File: src/rtl/shift_reg_arbiter_ctrl_if.sv
// ---------------------------------------------------------------------------
// shift_reg_arbiter_ctrl_if
// Bundle between the two requesters, the shared shift register and the
// sequencer/arbiter.
//   req, req_data0/1      requester side: level requests and posted words
//   rx_bit, tx_bit        serial in / serial out (tx_bit valid with tx_valid)
//   reg_dout              shift register Dout feedback
//   reg_din/sel/din_serie shift register controls (SEL=0 load, SEL=1 shift)
//   gnt, done, result     owner, completion pulse and received word
//   busy                  transaction in progress
// slave  : the controller (shift_reg_arbiter_ctrl)
// master : the environment (requesters + register instance)
// ---------------------------------------------------------------------------
interface shift_reg_arbiter_ctrl_if #(
    parameter int NBITS_DATA = 4
);
    logic [1:0]            req;
    logic [NBITS_DATA-1:0] req_data0;
    logic [NBITS_DATA-1:0] req_data1;
    logic                  rx_bit;
    logic [NBITS_DATA-1:0] reg_dout;
    logic [NBITS_DATA-1:0] reg_din;
    logic                  reg_sel;
    logic                  reg_din_serie;
    logic                  tx_bit;
    logic                  tx_valid;
    logic [1:0]            gnt;
    logic [1:0]            done;
    logic [NBITS_DATA-1:0] result;
    logic                  busy;

    modport slave (
        input  req, req_data0, req_data1, rx_bit, reg_dout,
        output reg_din, reg_sel, reg_din_serie, tx_bit, tx_valid,
               gnt, done, result, busy
    );

    modport master (
        output req, req_data0, req_data1, rx_bit, reg_dout,
        input  reg_din, reg_sel, reg_din_serie, tx_bit, tx_valid,
               gnt, done, result, busy
    );
endinterface

File: src/rtl/shift_reg_arbiter_ctrl.sv
// ---------------------------------------------------------------------------
// shift_reg_arbiter_ctrl
// Sequencer and round-robin 2-way arbiter for a shared NBITS_DATA
// parallel-load / right-shift register. The winning requester's word is
// loaded, shifted out LSB-first on tx_bit while rx_bit is shifted in at the
// MSB, and the received word is returned with a one-cycle done pulse.
// Ports:
//   clk    rising-edge clock
//   reset  asynchronous, active-high; aborts any transaction without done
//   bus    shift_reg_arbiter_ctrl_if.slave (requests, register controls,
//          serial bits, gnt/done/result/busy)
// ---------------------------------------------------------------------------
module shift_reg_arbiter_ctrl #(
    parameter int NBITS_DATA = 4
) (
    input  logic                     clk,
    input  logic                     reset,
    shift_reg_arbiter_ctrl_if.slave  bus
);
    localparam int CNT_W = $clog2(NBITS_DATA + 1);
    localparam logic [CNT_W-1:0] CNT_LAST = CNT_W'(NBITS_DATA - 1);

    typedef enum logic [1:0] {
        S_IDLE  = 2'd0,
        S_LOAD  = 2'd1,
        S_SHIFT = 2'd2,
        S_DONE  = 2'd3
    } state_e;

    state_e                state_q, state_d;
    logic [1:0]            gnt_q, gnt_d;
    logic [NBITS_DATA-1:0] hold_q, hold_d;
    logic [NBITS_DATA-1:0] result_q, result_d;
    logic [CNT_W-1:0]      cnt_q, cnt_d;
    logic                  last_owner_q, last_owner_d;

    logic                  win1;
    logic [NBITS_DATA-1:0] win_data;
    logic [NBITS_DATA-1:0] reg_din;
    logic                  reg_sel;
    logic                  tx_valid;
    logic [1:0]            done;

    // Arbitration: a lone request wins; on a tie the requester that did not
    // own the previous transaction wins (last_owner resets to 1 so that
    // requester 0 takes the first tie).
    always_comb begin
        win1 = 1'b0;
        case (bus.req)
            2'b10:   win1 = 1'b1;
            2'b11:   win1 = ~last_owner_q;
            default: win1 = 1'b0;
        endcase
        win_data = win1 ? bus.req_data1 : bus.req_data0;
    end

    always_ff @(posedge clk or posedge reset) begin
        if (reset) begin
            state_q      <= S_IDLE;
            gnt_q        <= 2'b00;
            hold_q       <= '0;
            result_q     <= '0;
            cnt_q        <= '0;
            last_owner_q <= 1'b1;
        end else begin
            state_q      <= state_d;
            gnt_q        <= gnt_d;
            hold_q       <= hold_d;
            result_q     <= result_d;
            cnt_q        <= cnt_d;
            last_owner_q <= last_owner_d;
        end
    end

    always_comb begin
        state_d      = state_q;
        gnt_d        = gnt_q;
        hold_d       = hold_q;
        result_d     = result_q;
        cnt_d        = cnt_q;
        last_owner_d = last_owner_q;
        reg_din      = hold_q;
        reg_sel      = 1'b0;
        tx_valid     = 1'b0;
        done         = 2'b00;

        case (state_q)
            S_IDLE: begin
                // Register is reloaded with hold_q every idle cycle, so it
                // keeps presenting the last granted word.
                if (bus.req != 2'b00) begin
                    hold_d       = win_data;
                    gnt_d        = win1 ? 2'b10 : 2'b01;
                    last_owner_d = win1;
                    state_d      = S_LOAD;
                end
            end
            S_LOAD: begin
                cnt_d   = '0;
                state_d = S_SHIFT;
            end
            S_SHIFT: begin
                reg_sel  = 1'b1;
                tx_valid = 1'b1;
                cnt_d    = cnt_q + CNT_W'(1);
                if (cnt_q == CNT_LAST) begin
                    state_d = S_DONE;
                end
            end
            S_DONE: begin
                // Reload the register with its own output so it holds the
                // received word while it is reported.
                reg_din  = bus.reg_dout;
                done     = gnt_q;
                result_d = bus.reg_dout;
                gnt_d    = 2'b00;
                state_d  = S_IDLE;
            end
            default: begin
                state_d = S_IDLE;
            end
        endcase
    end

    assign bus.reg_din       = reg_din;
    assign bus.reg_sel       = reg_sel;
    assign bus.reg_din_serie = bus.rx_bit;
    assign bus.tx_bit        = bus.reg_dout[0];
    assign bus.tx_valid      = tx_valid;
    assign bus.gnt           = gnt_q;
    assign bus.done          = done;
    assign bus.result        = (state_q == S_DONE) ? bus.reg_dout : result_q;
    assign bus.busy          = (state_q != S_IDLE);

endmodule

File: src/flat_wrapper.sv
// flat-port wrapper written by rule: the top's interface ports become plain ports
module shift_reg_arbiter_ctrl_flat 
#(
    parameter int NBITS_DATA = 4
)
  (clk, reset, bus_req, bus_req_data0, bus_req_data1, bus_rx_bit, bus_reg_dout, bus_reg_din, bus_reg_sel, bus_reg_din_serie, bus_tx_bit, bus_tx_valid, bus_gnt, bus_done, bus_result, bus_busy);
  shift_reg_arbiter_ctrl_if #(.NBITS_DATA(NBITS_DATA)) bus_i ();
  input  logic clk;
  input  logic reset;
  input wire logic [$bits(bus_i.req)-1:0] bus_req;
  input wire logic [$bits(bus_i.req_data0)-1:0] bus_req_data0;
  input wire logic [$bits(bus_i.req_data1)-1:0] bus_req_data1;
  input wire logic [$bits(bus_i.rx_bit)-1:0] bus_rx_bit;
  input wire logic [$bits(bus_i.reg_dout)-1:0] bus_reg_dout;
  output wire logic [$bits(bus_i.reg_din)-1:0] bus_reg_din;
  output wire logic [$bits(bus_i.reg_sel)-1:0] bus_reg_sel;
  output wire logic [$bits(bus_i.reg_din_serie)-1:0] bus_reg_din_serie;
  output wire logic [$bits(bus_i.tx_bit)-1:0] bus_tx_bit;
  output wire logic [$bits(bus_i.tx_valid)-1:0] bus_tx_valid;
  output wire logic [$bits(bus_i.gnt)-1:0] bus_gnt;
  output wire logic [$bits(bus_i.done)-1:0] bus_done;
  output wire logic [$bits(bus_i.result)-1:0] bus_result;
  output wire logic [$bits(bus_i.busy)-1:0] bus_busy;
  assign bus_i.req = bus_req;
  assign bus_i.req_data0 = bus_req_data0;
  assign bus_i.req_data1 = bus_req_data1;
  assign bus_i.rx_bit = bus_rx_bit;
  assign bus_i.reg_dout = bus_reg_dout;
  assign bus_reg_din = bus_i.reg_din;
  assign bus_reg_sel = bus_i.reg_sel;
  assign bus_reg_din_serie = bus_i.reg_din_serie;
  assign bus_tx_bit = bus_i.tx_bit;
  assign bus_tx_valid = bus_i.tx_valid;
  assign bus_gnt = bus_i.gnt;
  assign bus_done = bus_i.done;
  assign bus_result = bus_i.result;
  assign bus_busy = bus_i.busy;
  shift_reg_arbiter_ctrl #(.NBITS_DATA(NBITS_DATA)) u_core (.clk(clk), .reset(reset), .bus(bus_i));
endmodule
File: config.mk
export PLATFORM = sky130hd
export DESIGN_NAME = shift_reg_arbiter_ctrl_flat
export DESIGN_NICKNAME = d
export VERILOG_FILES = /design/src/rtl/shift_reg_arbiter_ctrl_if.sv /design/src/rtl/shift_reg_arbiter_ctrl.sv /design/src/flat_wrapper.sv
export SDC_FILE = /design/constraint.sdc
export NUM_CORES = 1
export LEC_CHECK = 0
export ABC_AREA = 1
export BUFFER_PORTS_ARGS = -buffer_cell sky130_fd_sc_hd__buf_4
export CORE_UTILIZATION = 45
export CTS_BUF_LIST = sky130_fd_sc_hd__clkbuf_2
export CTS_CLUSTER_DIAMETER = 40
export DETAILED_ROUTE_END_ITERATION = 8
export PLACE_DENSITY = 0.74
export SYNTH_ARGS = -nofsm -noshare
export SYNTH_HDL_FRONTEND = slang
export SYNTH_SLANG_ARGS = --single-unit
File: constraint.sdc
create_clock -name clk -period 1.1 [get_ports clk]
set_input_delay 0.165 -clock clk [delete_from_list [all_inputs] [get_ports clk]]
set_output_delay 0.165 -clock clk [all_outputs]
set_load 0.02 [all_outputs]
==> impl_metrics.ini <==
[worst_setup_path]
crit_arrival_ns = 1.32
slowest_delay_ns = 0.42
r2r_end = u_core.state_q[0]
regToRegSetupSlack_ns = -0.28
reg2reg_depth = 7
path_class = flip-flop to primary output
cp_cell_sequence = ha_4 -> clkinv_8 -> nand2_1 -> nand2_2 -> buf_4
reg2reg_from = u_core.state_q[0]
crit_fanout = 9
critPathRequiredTime_ns = 0.94
crit_path_top_delay_cell = dfrtp_1
startpoint_type = flip-flop
critPathCaptureType = primary output

[clock_tree]
h-tree-depth = 1
cts_tree = done
cts_made_buffers = 3
clk_latency_ns = 0.31
cts.clk_slew.worst_paths_ns = 0.16
clockBufferDepth = 2
ctsRootBufferMaster = clkbuf_2
clock_sinks = 16

[yosys]
synth_nets = 140
synth_top_family_by_area = simple AND/OR/NAND/NOR gates
syn_area_sq_um = 928
yosys_warnings = 0
avgSynthCellArea_sq_um = 7.93
yosysSeqAreaShare_pct = 43.3
ys_types = 17
synth_area_leaders = dfrtp_1, nand2_1, ha_1
synthCells = 117
synth.top_cell.area_share_pct = 40.4
yosysTopAreaCell = dfrtp_1
synthSimpleGateAreaFrac_pct = 32.3
synth_adder_area_share_pct = 8.09
synth-seq-cells = 16
synthMuxAreaShare_pct = 0
synth_xor_area_share_pct = 0
synth_compound_area_share_pct = 4.58

[worst_hold_path]
hp-class = input pin to flip-flop
hold_depth = 3
hold_path_end = u_core.result_q[1]
holdCritStartpoint = bus_reg_dout[1]

[timing]
finalSetupViolCount = 25
slew-limit-headroom_pct = 82.9
maxSlewViolCount = 0
finClkSkew_ns = 0.0167
setup_slack_ns = -0.385
rsz0062_at_grt = yes
finalCriticalPeriod_ns = 1.48
worst_slew_pin_slew_ns = 0.256
max_freq_mhz = 674
min_period_over_period_pct = 135
final_hold_viol_count = 0
timing.setup.tns_ns = -6.86

[global_route]
overflow = 0
antenna_found_initial = 0
first_global_vias = 744
grtUsageTotal_pct = 20.9
grt_max_degree = 17
grt_pass1_wl_microns = 3190

[power]
ir_drop_mv = 2.11
power.leakage_uw = 0.000758
power_density_nw_per_um2 = 3010

[die]
die_area_sq_um = 2250
start_util_pct = 47.8
num_rows = 16
core-area_sq_um = 1940
ios = 34
die_x_microns = 47.4
dieHeight_microns = 47.4

[status]
run_status = finished with violations
violations = negative setup slack

[layout]
area_growth_pct = 48.2
multiInputGateArea_sq_um = 498
ff_latch_area_sq_um = 402
finalNonFillerCells = 186
fin_nets = 183
num-fill-cells = 148
diodes = 0
design_area_sq_um = 1380
drive_above_1_share_pct = 45.3

[detailed_routing]
drt_iter0_markers = 11
vias = 854
post_drt_wl_per_cell_microns = 11.1
vias_per_cell = 4.59
drt-total-wl_microns = 2070
firstDrtPassIters = 4
drcViolationCount = 0
postRouteAntennaNets = 0

[place]
place_inst = 176
hpwlAfterDp_microns = 1580
gp_congestion = 0.791
place_area_sq_um = 1280
port_buffers = 31

[job]
cap_violations = 0
area by class of cell:
class | count | share of cell area, %
Clock buffer | 3 | 1.09
Clock inverter | 1 | 0.273
Inverter | 18 | 6.36
Multi-Input combinational cell | 78 | 36.2
Sequential cell | 16 | 29.2
Tap cell | 27 | 2.45
Timing Repair Buffer | 43 | 24.5
per-stage QoR:
stage | power, uW | utilization [%] | hold slack (ns) | setup slack (ns)
floorplan | 2780 | - | 0.0780 | -0.0212
global placement | 3540 | 66.0 | 0.191 | -0.157
detailed placement | 3630 | 66.0 | 0.190 | -0.167
CTS | 4140 | 70.7 | 0.0834 | -0.393
global route | 4450 | 70.9 | 0.0935 | -0.469
finish | 4150 | 70.9 | 0.0759 | -0.385
critical path, delay by kind of cell (launching register included):
kind	cells	cell delay, ns
flip-flops	1	0.42
adder cells (fa/ha/maj)	1	0.24
buffers and inverters	2	0.24
AND/OR/NAND/NOR	2	0.12
kinds of logic after synthesis:
logic type | Yosys count
simple gates | 66
buf+inv | 23
flops | 16
compound gates | 6
fa+ha+maj | 6
layer usage:
metal,up-vias,wire [microns],global-route usage (%)
met1,375,957,27.4
met3,5,79,2.64
met4,0,47,12.6
met5,-,0,0
li1,448,-,-
met2,26,982,32.9
sequential cells by signal (all words and copies together), names as in the netlist:
signal               cells
u_core.cnt_q             3
u_core.bus.gnt           2
u_core.hold_q            4
u_core.state_q           2
u_core.result_q          4
u_core.last_owner_q      1
power breakdown:
group	total, uW	switching (uW)	internal (uW)
combinational	2840	1540	1300
clock	273	194	78.9
sequential	1030	163	869
total	4150	1900	2250
Yosys cell counts:
library cell,number
a21oi_1,2
buf_4,4
buf_6,1
clkinv_1,1
dfrtp_1,15
dfstp_2,1
ha_1,6
inv_1,17
nand2_1,46
nand2_4,2
nand3_1,14
nand4_1,1
nor2_4,2
o21ai_0,2
o21ai_4,1
o22ai_1,1
or2_2,1
worst max path at each step:
| stage | from | to | slack, ns | depth (start not counted) |
|---|---|---|---|---|
| after floorplan | u_core.state_q[1] | bus_result[2] | -0.02 | 5 |
| after global placement | u_core.state_q[1] | bus_result[3] | -0.16 | 5 |
| after detailed placement | u_core.state_q[1] | bus_result[1] | -0.17 | 5 |
| after CTS | u_core.state_q[0] | bus_result[1] | -0.39 | 5 |
| after global routing | u_core.state_q[0] | bus_reg_din[1] | -0.47 | 5 |
| final | u_core.state_q[0] | bus_result[3] | -0.38 | 5 |
cells in the final DEF, fill, tap and decap left out:
| cell | synthesis | routed |
|---|---|---|
| buf_4 | 4 | 39 |
| nand2_1 | 46 | 34 |
| dfrtp_1 | 15 | 15 |
| inv_1 | 17 | 14 |
| nand3_1 | 14 | 13 |
| nand2_2 | 0 | 11 |
| nand2_4 | 2 | 3 |
| inv_4 | 0 | 3 |
| ha_1 | 6 | 3 |
| ha_4 | 0 | 3 |
| clkbuf_2 | 0 | 3 |
| buf_6 | 1 | 3 |
| nor2_4 | 2 | 2 |
| a21oi_1 | 2 | 2 |
| o21ai_4 | 1 | 1 |
| o22ai_1 | 1 | 1 |
| clkinv_8 | 0 | 1 |
| or2_4 | 0 | 1 |
| nand3_2 | 0 | 1 |
| o21ai_0 | 2 | 1 |
| nand4_1 | 1 | 1 |
| o21ai_1 | 0 | 1 |
| clkinv_1 | 1 | 1 |
| dlygate4sd3_1 | 0 | 1 |
| dfstp_2 | 1 | 1 |
repair_timing:
| item | in CTS | in global routing |
|---|---|---|
| hold endpoints to repair | 15 | 0 |
| hold buffers | 1 | 0 |
| pin swaps | 3 | 0 |
| resized for setup | 8 | 1 |
| setup endpoints to repair | 25 | 25 |
| setup buffers | 5 | 0 |
Note: power is estimated with default switching activity, not from simulation.
